===== config.mk =====
export PLATFORM = sky130hd
export DESIGN_NAME = period_meas
export DESIGN_NICKNAME = d
export VERILOG_FILES = /design/src/rtl/period_meas_pkg.sv /design/src/rtl/period_meas_edge_sync.sv /design/src/rtl/period_meas.sv
export SDC_FILE = /design/constraint.sdc
export NUM_CORES = 1
export LEC_CHECK = 0
export ABC_AREA = 1
export CAP_MARGIN = 30
export CORE_ASPECT_RATIO = 0.75
export CORE_MARGIN = 2
export CORE_UTILIZATION = 57
export CTS_CLUSTER_DIAMETER = 80
export DETAILED_ROUTE_END_ITERATION = 8
export GPL_TIMING_DRIVEN = 1
export PLACE_DENSITY = 0.9
export SYNTH_ARGS = -nofsm -noshare
export SYNTH_HDL_FRONTEND = slang
export SYNTH_SLANG_ARGS = --single-unit

===== constraint.sdc =====
create_clock -name clk -period 2.9 [get_ports clk]
set_input_delay 0.58 -clock clk [delete_from_list [all_inputs] [get_ports clk]]
set_output_delay 0.58 -clock clk [all_outputs]
set_load 0.02 [all_outputs]

===== src/rtl/period_meas_pkg.sv =====
// Shared types, simulation/silicon constant sets and the output saturation
// helper for the pulse period meter.
package period_meas_pkg;

    typedef enum logic {
        STALLED = 1'b0,
        MEASURE = 1'b1
    } state_t;

    localparam logic [23:0] TIMEOUT_FAST = 24'h007271;
    localparam int          SHIFT_FAST   = 7;
    localparam logic [23:0] TIMEOUT_REAL = 24'hE4E1C0;
    localparam int          SHIFT_REAL   = 16;

    // Clamp x to the largest value representable in out_w bits.
    function automatic logic [31:0] sat_out(input logic [31:0] x, input int unsigned out_w);
        logic [31:0] lim;
        if (out_w >= 32'd32) begin
            lim = 32'hFFFF_FFFF;
        end else begin
            lim = (32'd1 << out_w) - 32'd1;
        end
        if (x > lim) begin
            sat_out = lim;
        end else begin
            sat_out = x;
        end
    endfunction

endpackage


===== src/rtl/period_meas_edge_sync.sv =====
// Brings the asynchronous pulse input into the clk domain and produces a
// registered one-cycle strobe for each rising edge.
module edge_sync
    import period_meas_pkg::*;
#(
    parameter int SYNC_STAGES = 2
) (
    input  logic clk,
    input  logic rst_n,
    input  logic d,
    output logic rise
);

    logic [SYNC_STAGES-1:0] r_sync;
    logic                   r_synced;
    logic                   r_prev;
    logic                   r_rise;

    // Synchroniser chain, a capture flop that isolates it from the detector, prev flop, edge strobe.
    always_ff @(posedge clk or negedge rst_n) begin
        if (!rst_n) begin
            r_sync   <= '0;
            r_synced <= 1'b0;
            r_prev   <= 1'b0;
            r_rise   <= 1'b0;
        end else begin
            r_sync   <= {r_sync[SYNC_STAGES-2:0], d};
            r_synced <= r_sync[SYNC_STAGES-1];
            r_prev   <= r_synced;
            r_rise   <= r_synced & ~r_prev;
        end
    end

    assign rise = r_rise;

endmodule


===== src/rtl/period_meas.sv =====
// Pulse period meter: counts clk cycles between rising edges of sig_in and
// reports a scaled/saturated raw period, an exponential average and a stall flag.
module period_meas
    import period_meas_pkg::*;
#(
    parameter int               CNT_W       = 24,
    parameter logic [CNT_W-1:0] TIMEOUT     = CNT_W'(TIMEOUT_REAL),
    parameter int               SHIFT       = SHIFT_REAL,
    parameter int               OUT_W       = 8,
    parameter int               AVG_SHIFT   = 2,
    parameter int               SYNC_STAGES = 2
) (
    input  logic             clk,
    input  logic             rst_n,
    input  logic             en,
    input  logic             sig_in,
    output logic [OUT_W-1:0] per_raw,
    output logic [OUT_W-1:0] per_avg,
    output logic             per_vld,
    output logic             stalled,
    output logic [15:0]      edge_cnt
);

    localparam logic [OUT_W-1:0] STALL_VAL = OUT_W'(sat_out(32'(TIMEOUT >> SHIFT), OUT_W));
    localparam logic [CNT_W-1:0] CNT_ONE   = {{(CNT_W-1){1'b0}}, 1'b1};

    state_t             r_state;
    logic [CNT_W-1:0]   r_count;
    logic               r_first;
    logic [OUT_W-1:0]   r_per_raw;
    logic [OUT_W-1:0]   r_per_avg;
    logic               r_per_vld;
    logic               r_stalled;
    logic [15:0]        r_edge_cnt;

    logic               w_rise;
    logic [OUT_W-1:0]   w_sample;
    logic signed [OUT_W:0] w_diff;
    logic signed [OUT_W:0] w_step;
    logic [OUT_W-1:0]   w_avg_next;

    edge_sync #(
        .SYNC_STAGES (SYNC_STAGES)
    ) u_edge_sync (
        .clk   (clk),
        .rst_n (rst_n),
        .d     (sig_in),
        .rise  (w_rise)
    );

    // Averaging error is formed one bit wider so the sign survives the arithmetic shift.
    assign w_sample   = OUT_W'(sat_out(32'(r_count >> SHIFT), OUT_W));
    assign w_diff     = $signed({1'b0, w_sample}) - $signed({1'b0, r_per_avg});
    assign w_step     = w_diff >>> AVG_SHIFT;
    assign w_avg_next = r_per_avg + OUT_W'(w_step);

    // Measurement FSM, interval counter and registered outputs.
    always_ff @(posedge clk or negedge rst_n) begin
        if (!rst_n) begin
            r_state    <= STALLED;
            r_count    <= '0;
            r_first    <= 1'b0;
            r_per_raw  <= STALL_VAL;
            r_per_avg  <= STALL_VAL;
            r_per_vld  <= 1'b0;
            r_stalled  <= 1'b1;
            r_edge_cnt <= 16'd0;
        end else begin
            r_per_vld <= 1'b0;
            if (en && w_rise) begin
                r_edge_cnt <= r_edge_cnt + 16'd1;
            end
            if (!en) begin
                r_state   <= STALLED;
                r_count   <= '0;
                r_stalled <= 1'b1;
            end else begin
                case (r_state)
                    STALLED: begin
                        r_count   <= '0;
                        r_stalled <= 1'b1;
                        // Previous edge time is unknown, so this edge only arms the counter.
                        if (w_rise) begin
                            r_state   <= MEASURE;
                            r_count   <= CNT_ONE;
                            r_first   <= 1'b1;
                            r_stalled <= 1'b0;
                        end
                    end
                    MEASURE: begin
                        r_stalled <= 1'b0;
                        if (w_rise) begin
                            r_per_raw <= w_sample;
                            r_per_vld <= 1'b1;
                            r_count   <= CNT_ONE;
                            if (r_first) begin
                                r_per_avg <= w_sample;
                                r_first   <= 1'b0;
                            end else begin
                                r_per_avg <= w_avg_next;
                            end
                        end else if (r_count == TIMEOUT) begin
                            r_state   <= STALLED;
                            r_per_raw <= STALL_VAL;
                            r_per_avg <= STALL_VAL;
                            r_per_vld <= 1'b1;
                            r_count   <= '0;
                            r_stalled <= 1'b1;
                        end else begin
                            r_count <= r_count + CNT_ONE;
                        end
                    end
                    default: begin
                        r_state   <= STALLED;
                        r_count   <= '0;
                        r_stalled <= 1'b1;
                    end
                endcase
            end
        end
    end

    assign per_raw  = r_per_raw;
    assign per_avg  = r_per_avg;
    assign per_vld  = r_per_vld;
    assign stalled  = r_stalled;
    assign edge_cnt = r_edge_cnt;

endmodule

; Yosys cells after proc, flatten, opt, wreduce, memory -nomap -nowiden
; Cells that the tools add are included.
[op_classes]
addsub = 4
order_cmp = 1
eq_ne = 3
n_mux = 26
n_bitwise = 3
reduce_logical = 4
[ops]
columns = op, count
row1 = two-way mux 24 bit, 3
row2 = one-hot mux 24 bit (2 select lines), 1
row3 = two-way mux 8 bit, 5
row4 = adder 24 x 1 -> 24 bit (second input constant), 1
row5 = equality test 24 bit (second input constant), 1
row6 = adder 16 x 1 -> 16 bit (second input constant), 1
row7 = two-way mux 1 bit, 14
row8 = subtractor 8 x 8 -> 9 bit, 1
row9 = adder 8 bit, 1
row10 = > comparator 8 bit (second input constant), 1
row11 = one-hot mux 1 bit (2 select lines), 3
row12 = AND reduction 3 bit, 2
row13 = != test 2 x 1 -> 1 bit (second input constant), 2
row14 = inverter 1 bit, 2
row15 = nonzero test 2 bit, 1
row16 = AND 1 bit, 1
row17 = logical AND 1 bit, 1
[word_totals]
register_bits = 65
input_bits = 4
output_inout_bits = 34
wordCells = 53

; Longest topological paths before layout
; Gate-level depths: netlist (run 1).
[logic_depth]
ltp_word = 6
ltp_mapped = 23
mapped_depth_nobuf = 23

; Modules after synthesis
; Synthesis (run 1) repeated with hierarchy kept, for this count alone.
[hier_totals]
hier_cells = 445
area_unflattened_um2 = 3821.2
[modules_own_cells]
columns = mod, n_inst, cells_per_inst, area_each_um2, seq_area_each_um2
row1 = period_meas, 1, 438, 3686.0, 1512.7
row2 = edge_sync, 1, 7, 135.1, 125.1

; Least setup slack after synthesis (run 1)
; Ideal clock, no wire load.
[synth_path]
kind = reg-to-reg
startpoint = register r_per_avg[2], in the netlist per_avg[2]
endpoint = register r_per_avg[7], in the netlist per_avg[7]
setup_ns = 0.073
t_arrival_ns = 2.595
required_ns = 2.827
path_slack_ns = 0.232
stages_incl_launch_ff = 23
n_path_buf = 0
period_less_slack_ns = 2.668
cell_sequence = dfstp_2 inv_1 ha_1 nand2_1 inv_1 nand2_1 nand2_1 nand2_1 nand2_1 nand2_1 nand2_1 nand2_1 nand3_1 nand2_1 inv_1 ha_1 nand2_1 o21ai_0 a21oi_1 inv_1 nand3_1 nand3_1 a21oi_1
[synth_between]
elab_chain_len = 4
[synth_rtl]
columns = item, line
row1 = "start, declared", period_meas.sv:31  ; logic [OUT_W-1:0] r_per_avg;
row2 = "start signal, assigned", period_meas.sv:97  ; r_per_avg <= w_sample;
row3 = "start signal, assigned", period_meas.sv:100  ; r_per_avg <= w_avg_next;
row4 = subtractor 8 x 8 -> 9 bit, period_meas.sv:53  ; assign w_diff = $signed({1'b0, w_sample}) - $signed({1'b0, r_per_avg});
row5 = adder 8 bit *, period_meas.sv:55  ; assign w_avg_next = r_per_avg + OUT_W'(w_step);
row6 = two-way mux 8 bit *, period_meas.sv:96  ; if (r_first) begin
row7 = two-way mux 8 bit *, period_meas.sv:92  ; if (w_rise) begin
; Mark *: on every way between the ends. The rest lies on a longest branch, timed or not.
; A chain may end at the register's enable or synchronous reset.

; Final worst setup path (run 1)
; Ends and elaborated chain as after synthesis.

==> metrics, run 1 <==
number of library cell types mapped by synthesis 45; number of placed instances with taps included 569; largest net degree at the start of global routing 28; worst min-delay path class in2async; result of the run finished, final reports clean; initial standard-cell utilization of the core 0.592; placer's final routability congestion estimate ~0.94; max_cap viols 0; number of antenna violations at the first check in global routing 0; area of combinational cells with multiple inputs roughly 1900 µm²; Worst EP required 3.18 ns; number of warnings printed during yosys synthesis 0; share of final-layout standard cells stronger than drive strength 1 0.168; sequential fraction of the synthesis area 0.436; Ports 38; critical path launch point type flip-flop; sinks on the clock net 65; # H-tree levels 3; remaining design rule violation count 0; count of flip-flops with a built-in enable after synthesis 0; commonest cells after routing, fill and taps aside 85 x sky130_fd_sc_hd__nand2_1, 63 x sky130_fd_sc_hd__inv_1, 56 x sky130_fd_sc_hd__dfrtp_1, 46 x sky130_fd_sc_hd__nor2_1, 36 x sky130_fd_sc_hd__clkdlybuf4s50_1; antenna-violating nets left 0; worst setup slack before clock tree synthesis ~0.049 ns; worst slew pin tran between 0.5 and 0.6 ns; Power, Total between 3 and 4 mW; row cnt 25; power density over the cells 667 nW/µm²; depth of the worst register-to-register path 19; type of destination of the critical path flip-flop; die width around 98 µm; GR Util All Layers 0.262; area growth from synthesis to layout 22.3%; number of buffers added on ports 37; Leakage ~2.2 nW; final cell area excluding filler cells between 4000 and 5000 µm²; clk buf depth 2; crit path time final roughly 2.8 ns; ANT cells 0; clock skew after layout approximately 0.010 ns; prevailing post-synth register cell sky130_fd_sc_hd__dfrtp_1; routed via count around 3200; Finished Layout Cells between 500 and 600; post-synthesis register bit count 65; total detailed-routing wirelength between 9000 and 10000 µm; wire length of the first global-routing pass 14800 µm; clock edge transition at the registers on the reported setup and hold paths approximately 0.070 ns; final-report max-slew violation count 0; Cell Area, Placed roughly 4300 µm²; number of hold buffers added after cts 0; capturing point of the worst reg2reg path per_avg[7]$_DFFE_PN1P_; post-synthesis net count about 470; fraction of post-synthesis cell area in the top cell type by area 0.373; Sequential Area roughly 1600 µm²; worst setup path class reg2reg; WL/cell roughly 15 µm; buffer cell driving the clock tree root sky130_fd_sc_hd__clkbuf_8; placeable core area between 6000 and 7000 µm²; Worst Setup SP per_avg[2]$_DFFE_PN1P_; floorplan die height 74.3 µm; minimum setup slack in the final design ~0.095 ns; via count of the first global-routing pass around 3200; most frequent standard cell in the layout excluding fill and tap cells sky130_fd_sc_hd__nand2_1; gate count of the mapped netlist between 400 and 500; dominant cells by area after synthesis sky130_fd_sc_hd__dfrtp_1 37%, sky130_fd_sc_hd__nand2_1 8.7%, sky130_fd_sc_hd__inv_1 6.5%; DR vias/cell 5.52; Die Footprint 7270 µm²; remaining max-slew budget at the tightest pin 0.639; number of filler cells placed in the layout about 480; final-stage net count 524; register-to-register setup slack ~0.095 ns; FFs w/ async S/R, synth 1.00; total of endpoints with negative setup slack in the final report 0; Highest Clock Rate roughly 360 MHz; detailed-router iteration count before antenna repair 5; period utilisation layout 0.967; Detailed Place HPWL 6710 µm; Skew-Pair Late Insertion Delay between 0.3 and 0.4 ns; start of the worst register-to-register path per_avg[2]$_DFFE_PN1P_; IR drop worst, VDD between 0.0004 and 0.0005 V; CTS tree built; final hold violations 0; Mapped Avg Cell Area between 8 and 9 µm²; starting DRC count in detailed routing between 200 and 250; critical path endpoint per_avg[7]$_DFFE_PN1P_; final global-route overflow total 0; arrival time reported for the critical path endpoint approximately 3.1 ns; TritonCTS Buffers 9; crit-path max FO 5; Mapped Area approximately 3800 µm²; cell type contributing the most total cell area after synthesis sky130_fd_sc_hd__dfrtp_1
logic make-up after synthesis:
| group | Yosys count | synth area share |
|---|---|---|
| XOR/XNOR | 27 | 0.0629 |
| AND/OR/NAND/NOR | 207 | 0.280 |
| adder cells (fa/ha/maj) | 19 | 0.0652 |
| AO/OA/AOI/OAI | 54 | 0.0805 |
| buffers and inverters | 73 | 0.0762 |
| flip-flops | 65 | 0.436 |
metrics by stage:
step,TNS (ns),utilization,hold slack (ns)
after floorplan,0,-,0.284
after global placement,0,0.673,0.335
after detailed placement,0,0.673,0.335
after CTS,0,0.710,0.198
after global routing,-0.0946,0.724,0.229
final,0,0.724,0.193
layout make-up:
cell class	count	share of cell area
Clock buffer	10	0.0277
Clock inverter	6	0.0234
Inverter	70	0.0574
Multi-Input combinational cell	307	0.416
Sequential cell	65	0.356
Tap cell	81	0.0220
Timing Repair Buffer	48	0.0974
layer usage:
metal | wire length [µm] | up-vias | GRT usage
li1 | - | 1550 | -
met1 | 3900 | 1545 | 0.343
met2 | 4340 | 131 | 0.447
met3 | 672 | 13 | 0.0630
met4 | 126 | 0 | 0.0741
met5 | 0 | - | 0
critical path, cell delays in order (launching register included):
cell and delay, ns:
sky130_fd_sc_hd__dfstp_2 0.55, sky130_fd_sc_hd__inv_1 0.08, sky130_fd_sc_hd__ha_4 0.28, sky130_fd_sc_hd__nand2_1 0.05
sky130_fd_sc_hd__inv_1 0.05, sky130_fd_sc_hd__nand2_1 0.06, sky130_fd_sc_hd__nand2_1 0.09, sky130_fd_sc_hd__nand2_2 0.06
sky130_fd_sc_hd__nand2_1 0.06, sky130_fd_sc_hd__nand2_1 0.07, sky130_fd_sc_hd__nand2_2 0.09, sky130_fd_sc_hd__xor2_2 0.22
sky130_fd_sc_hd__ha_4 0.26, sky130_fd_sc_hd__a21oi_1 0.15, sky130_fd_sc_hd__o21ai_1 0.10, sky130_fd_sc_hd__a21oi_2 0.17
sky130_fd_sc_hd__inv_1 0.06, sky130_fd_sc_hd__nand3_1 0.08, sky130_fd_sc_hd__nand3_1 0.10, sky130_fd_sc_hd__a21oi_2 0.14
flip-flops by register name, summed over array words and instances (netlist names):
| register | cells |
|---|---|
| u_edge_sync.r_prev | 1 |
| r_state | 1 |
| edge_cnt | 16 |
| r_count | 24 |
| u_edge_sync.r_synced | 1 |
| stalled | 1 |
| u_edge_sync.rise | 1 |
| per_vld | 1 |
| per_avg | 8 |
| per_raw | 8 |
| r_first | 1 |
| u_edge_sync.r_sync | 2 |
report_power, final:
group	total, mW	switching (mW)	internal, mW
clock	0.921	0.353	0.568
combinational	1.03	0.584	0.449
sequential	1.11	0.0975	1.02
total	3.07	1.03	2.03
worst min path at each step:
| stage | to | startpoint | slack [ns] | cells past startpoint |
|---|---|---|---|---|
| after CTS | edge_cnt[9]$_DFFE_PN0P_ | rst_n | 0.20 | 1 |
| final | edge_cnt[10]$_DFFE_PN0P_ | rst_n | 0.19 | 1 |
| after detailed placement | u_edge_sync.r_synced$_DFF_PN0_ | u_edge_sync.r_sync[1]$_DFF_PN0_ | 0.33 | 0 |
| after global placement | u_edge_sync.r_synced$_DFF_PN0_ | u_edge_sync.r_sync[1]$_DFF_PN0_ | 0.33 | 0 |
| after floorplan | edge_cnt[0]$_DFFE_PN0P_ | rst_n | 0.28 | 0 |
| after global routing | edge_cnt[10]$_DFFE_PN0P_ | rst_n | 0.23 | 1 |
timing repair:
| item | in CTS | in global routing |
|---|---|---|
| hold endpoints to repair | 0 | 0 |
| setup buffers | 0 | 2 |
| setup endpoints to repair | 0 | 3 |
| gates resized for setup | 0 | 18 |
cell usage after synthesis, drive strengths merged (2+ instances only):
master,number
nor3b,2
inv,68
xor2,16
nor2,55
ha,18
o211ai,3
nand3,27
o21ai,18
buf,2
nand4,10
dfstp,9
a21oi,24
xnor2,11
nor3,12
nor4,4
clkinv,2
dfrtp,56
nand2,94
nand3b,2
No activity file was read; power rests on OpenSTA's default activity.
==> run 2: changes to the inputs <==
--- a/config.mk
+++ b/config.mk
@@ -9,11 +9,11 @@
 export CAP_MARGIN = 30
 export CORE_ASPECT_RATIO = 0.75
 export CORE_MARGIN = 2
-export CORE_UTILIZATION = 57
+export CORE_UTILIZATION = 59
 export CTS_CLUSTER_DIAMETER = 80
 export DETAILED_ROUTE_END_ITERATION = 8
 export GPL_TIMING_DRIVEN = 1
-export PLACE_DENSITY = 0.9
+export PLACE_DENSITY = 0.92
 export SYNTH_ARGS = -nofsm -noshare
 export SYNTH_HDL_FRONTEND = slang
 export SYNTH_SLANG_ARGS = --single-unit
==> constraint.sdc (replaced) <==
create_clock -name clk -period 3.6 [get_ports clk]
set_input_delay 0.72 -clock clk [delete_from_list [all_inputs] [get_ports clk]]
set_output_delay 0.72 -clock clk [all_outputs]
set_load 0.02 [all_outputs]
==> metrics, run 2 (same netlist as run 1, synthesis figures left out) <==
final core utilization 0.715 (was 0.724); area growth from synthesis to layout 18.4% (was 22.3%); # H-tree levels 3 (unchanged); via count of the first global-routing pass 3226 (was 3175); row cnt 25 (unchanged); Fin Setup TNS 0 ns (unchanged); post-CTS repair timing setup buffer count 0 (unchanged); final hold violations 0 (unchanged); most frequent standard cell in the layout excluding fill and tap cells sky130_fd_sc_hd__nand2_1 (unchanged); Ports 38 (unchanged); Leakage 2.13 nW (was 2.17 nW); largest reg by FF count r_count (unchanged); Die Footprint 7030 µm² (was 7270 µm²); placer's final routability congestion estimate 0.905 (was 0.937); remaining max-slew budget at the tightest pin 0.471 (was 0.639); sinks on the clock net 65 (unchanged); detailed-router iteration count before antenna repair 7 (was 5); GR Util All Layers 0.276 (was 0.262); clk buf depth 2 (unchanged); share of final-layout standard cells stronger than drive strength 1 0.121 (was 0.168); critical path launch point type flip-flop (unchanged); antenna-violating nets left 0 (unchanged); register-to-register setup slack 0.63 ns (was 0.09 ns); CTS tree built (unchanged); clock edge transition at the registers on the reported setup and hold paths 0.07 ns (about the same); period utilisation layout 0.824 (was 0.967); final global-route overflow total 0 (unchanged); worst setup path class reg2reg (unchanged); number of antenna violations at the first check in global routing 0 (unchanged); type of destination of the critical path flip-flop (unchanged); CP cell instances inv_1 -> ha_1 -> nand2_1 -> inv_1 -> nand2_1 -> nand2_1 -> nand2_1 -> nand2_1 -> nand2_1 -> nand2_1 -> nand2_1 -> nand3_1 -> nand2_1 -> inv_1 -> ha_1 -> nand2_1 -> o21ai_0 -> a21oi_1 -> inv_1 -> nand3_1 -> nand3_1 -> a21oi_1 (was inv_1 -> ha_4 -> nand2_1 -> inv_1 -> nand2_1 -> nand2_1 -> nand2_2 -> nand2_1 -> nand2_1 -> nand2_2 -> xor2_2 -> ha_4 -> a21oi_1 -> o21ai_1 -> a21oi_2 -> inv_1 -> nand3_1 -> nand3_1 -> a21oi_2); worst setup slack before clock tree synthesis 0.696 ns (was 0.0491 ns); IR drop worst, VDD 0.000344 V (was 0.000413 V); RSZ-0062 raised after global routing no; result of the run finished, final reports clean (unchanged); TritonCTS Buffers 9 (unchanged); remaining design rule violation count 0 (unchanged); crit-path max FO 4 (was 5); number of placed instances with taps included 561 (was 569); crit path time final 2.97 ns (was 2.81 ns); largest net degree at the start of global routing 37 (was 28); buffer cell driving the clock tree root sky130_fd_sc_hd__clkbuf_8 (unchanged); number of buffers added on ports 37 (unchanged); placeable core area 6220 µm² (was 6350 µm²); commonest cells after routing, fill and taps aside 87 x sky130_fd_sc_hd__nand2_1, 65 x sky130_fd_sc_hd__inv_1, 56 x sky130_fd_sc_hd__dfrtp_1, 46 x sky130_fd_sc_hd__nor2_1, 36 x sky130_fd_sc_hd__clkdlybuf4s50_1 (was 85 x sky130_fd_sc_hd__nand2_1, 63 x sky130_fd_sc_hd__inv_1, 56 x sky130_fd_sc_hd__dfrtp_1, 46 x sky130_fd_sc_hd__nor2_1, 36 x sky130_fd_sc_hd__clkdlybuf4s50_1); wire length of the first global-routing pass 14600 µm (was 14800 µm); total of endpoints with negative setup slack in the final report 0 (unchanged); worst min-delay path class reg2reg (was in2async); Power, Total 2.34 mW (was 3.07 mW); final-stage net count 514 (was 524); number of hold buffers added after cts 0 (unchanged); worst slew pin tran 0.793 ns (was 0.540 ns); Detailed Place HPWL 6420 µm (was 6710 µm); Worst EP required 3.88 ns (was 3.18 ns); ANT cells 0 (unchanged); most used cell, CP sky130_fd_sc_hd__nand2_1 (unchanged); CP max stage delay 0.54 ns (was 0.55 ns); floorplan die height 73.1 µm (was 74.3 µm); power density over the cells 526 nW/µm² (was 667 nW/µm²); starting DRC count in detailed routing 249 (was 214); max_cap viols 0 (unchanged); final-report max-slew violation count 0 (unchanged); DR vias/cell 5.77 (was 5.52); clock skew after layout 0.00817 ns (was 0.0102 ns); total detailed-routing wirelength 8790 µm (was 9040 µm); Skew-Pair Late Insertion Delay 0.35 ns (about the same); Finished Layout Cells 577 (was 587); routed via count 3327 (was 3239); Resized cells post-CTS 0 (unchanged); initial standard-cell utilization of the core 0.604 (was 0.592); max FFs per register 24 (unchanged); WL/cell 15.2 µm (was 15.4 µm); minimum setup slack in the final design 0.633 ns (was 0.0949 ns); arrival time reported for the critical path endpoint 3.25 ns (was 3.08 ns); die width 96.2 µm (was 97.8 µm); cell at the slowest stage of the critical path sky130_fd_sc_hd__dfstp_2 (unchanged); Highest Clock Rate 337 MHz (was 356 MHz)
==> run 2: changes by cell type in the layout (fill, tap and decap cells not counted), moves of 2 or more <==
cell	before	now
sky130_fd_sc_hd__ha_1	13	18
sky130_fd_sc_hd__inv_2	5	3
sky130_fd_sc_hd__a21oi_2	5	0
sky130_fd_sc_hd__ha_2	2	0
sky130_fd_sc_hd__a21oi_1	19	24
sky130_fd_sc_hd__nand2_2	7	5
sky130_fd_sc_hd__nand2_1	85	87
sky130_fd_sc_hd__ha_4	3	0
sky130_fd_sc_hd__inv_1	63	65
sky130_fd_sc_hd__clkinv_4	0	3
sky130_fd_sc_hd__o21ai_0	16	18
sky130_fd_sc_hd__buf_4	11	0
==> run 2: metrics by stage <==
| stage | hold slack [ns] | instance area (µm²) |
|---|---|---|
| after global placement | 0.332 | 4220 |
| after global routing | 0.370 | 4450 |
| final | 0.354 | 4450 |
| after detailed placement | 0.340 | 4220 |
| after CTS | 0.357 | 4450 |
| after floorplan | 0.331 | 3760 |
==> run 2: power by group <==
group / leakage (nW) / internal, mW / switching [mW]
clock network: 0.116 / 0.411 / 0.288
logic: 1.17 / 0.306 / 0.441
registers: 0.844 / 0.819 / 0.0760
total: 2.13 / 1.54 / 0.805
==> run 2: final cells by class <==
| cell class | instances | area, µm² |
|---|---|---|
| multi-input cells | 307 | 1840 |
| fillers | 453 | 1770 |
| repair buffers | 38 | 385 |
| flip-flops and latches | 65 | 1640 |
| inverters | 70 | 264 |
| clock buffers | 10 | 138 |
| clock inverters | 6 | 91.3 |
| well taps | 81 | 101 |
==> run 2: worst max-delay path: cells and delay by family (launching register included) <==
kind	cells	cell delay [ns]
adders and majority gates	2	0.64
and+or+nand+nor	13	1.09
AOI/OAI and AO/OA	3	0.43
buffers and inverters	4	0.20
DFF	1	0.54
==> run 2: metal layers <==
layer,vias up,part of all wire,track usage
met5,-,0,0
met4,0,0.023,0.119
met3,28,0.079,0.0785
met2,168,0.48,0.442
met1,1596,0.41,0.352
li1,1535,-,-
==> run 2: worst paths after layout <==
check / startpoint / end / cells past startpoint
setup / recovery: per_avg[2]$_DFFE_PN1P_ / per_avg[7]$_DFFE_PN1P_ / 22
hold / removal: u_edge_sync.r_sync[1]$_DFF_PN0_ / u_edge_sync.r_synced$_DFF_PN0_ / 0
setup reg to reg: per_avg[2]$_DFFE_PN1P_ / per_avg[7]$_DFFE_PN1P_ / 22
hold reg to reg: u_edge_sync.r_sync[1]$_DFF_PN0_ / u_edge_sync.r_synced$_DFF_PN0_ / 0
max in group asynchronous: rst_n / per_avg[7]$_DFFE_PN1P_ / 2
min in group asynchronous: rst_n / edge_cnt[15]$_DFFE_PN0P_ / 1
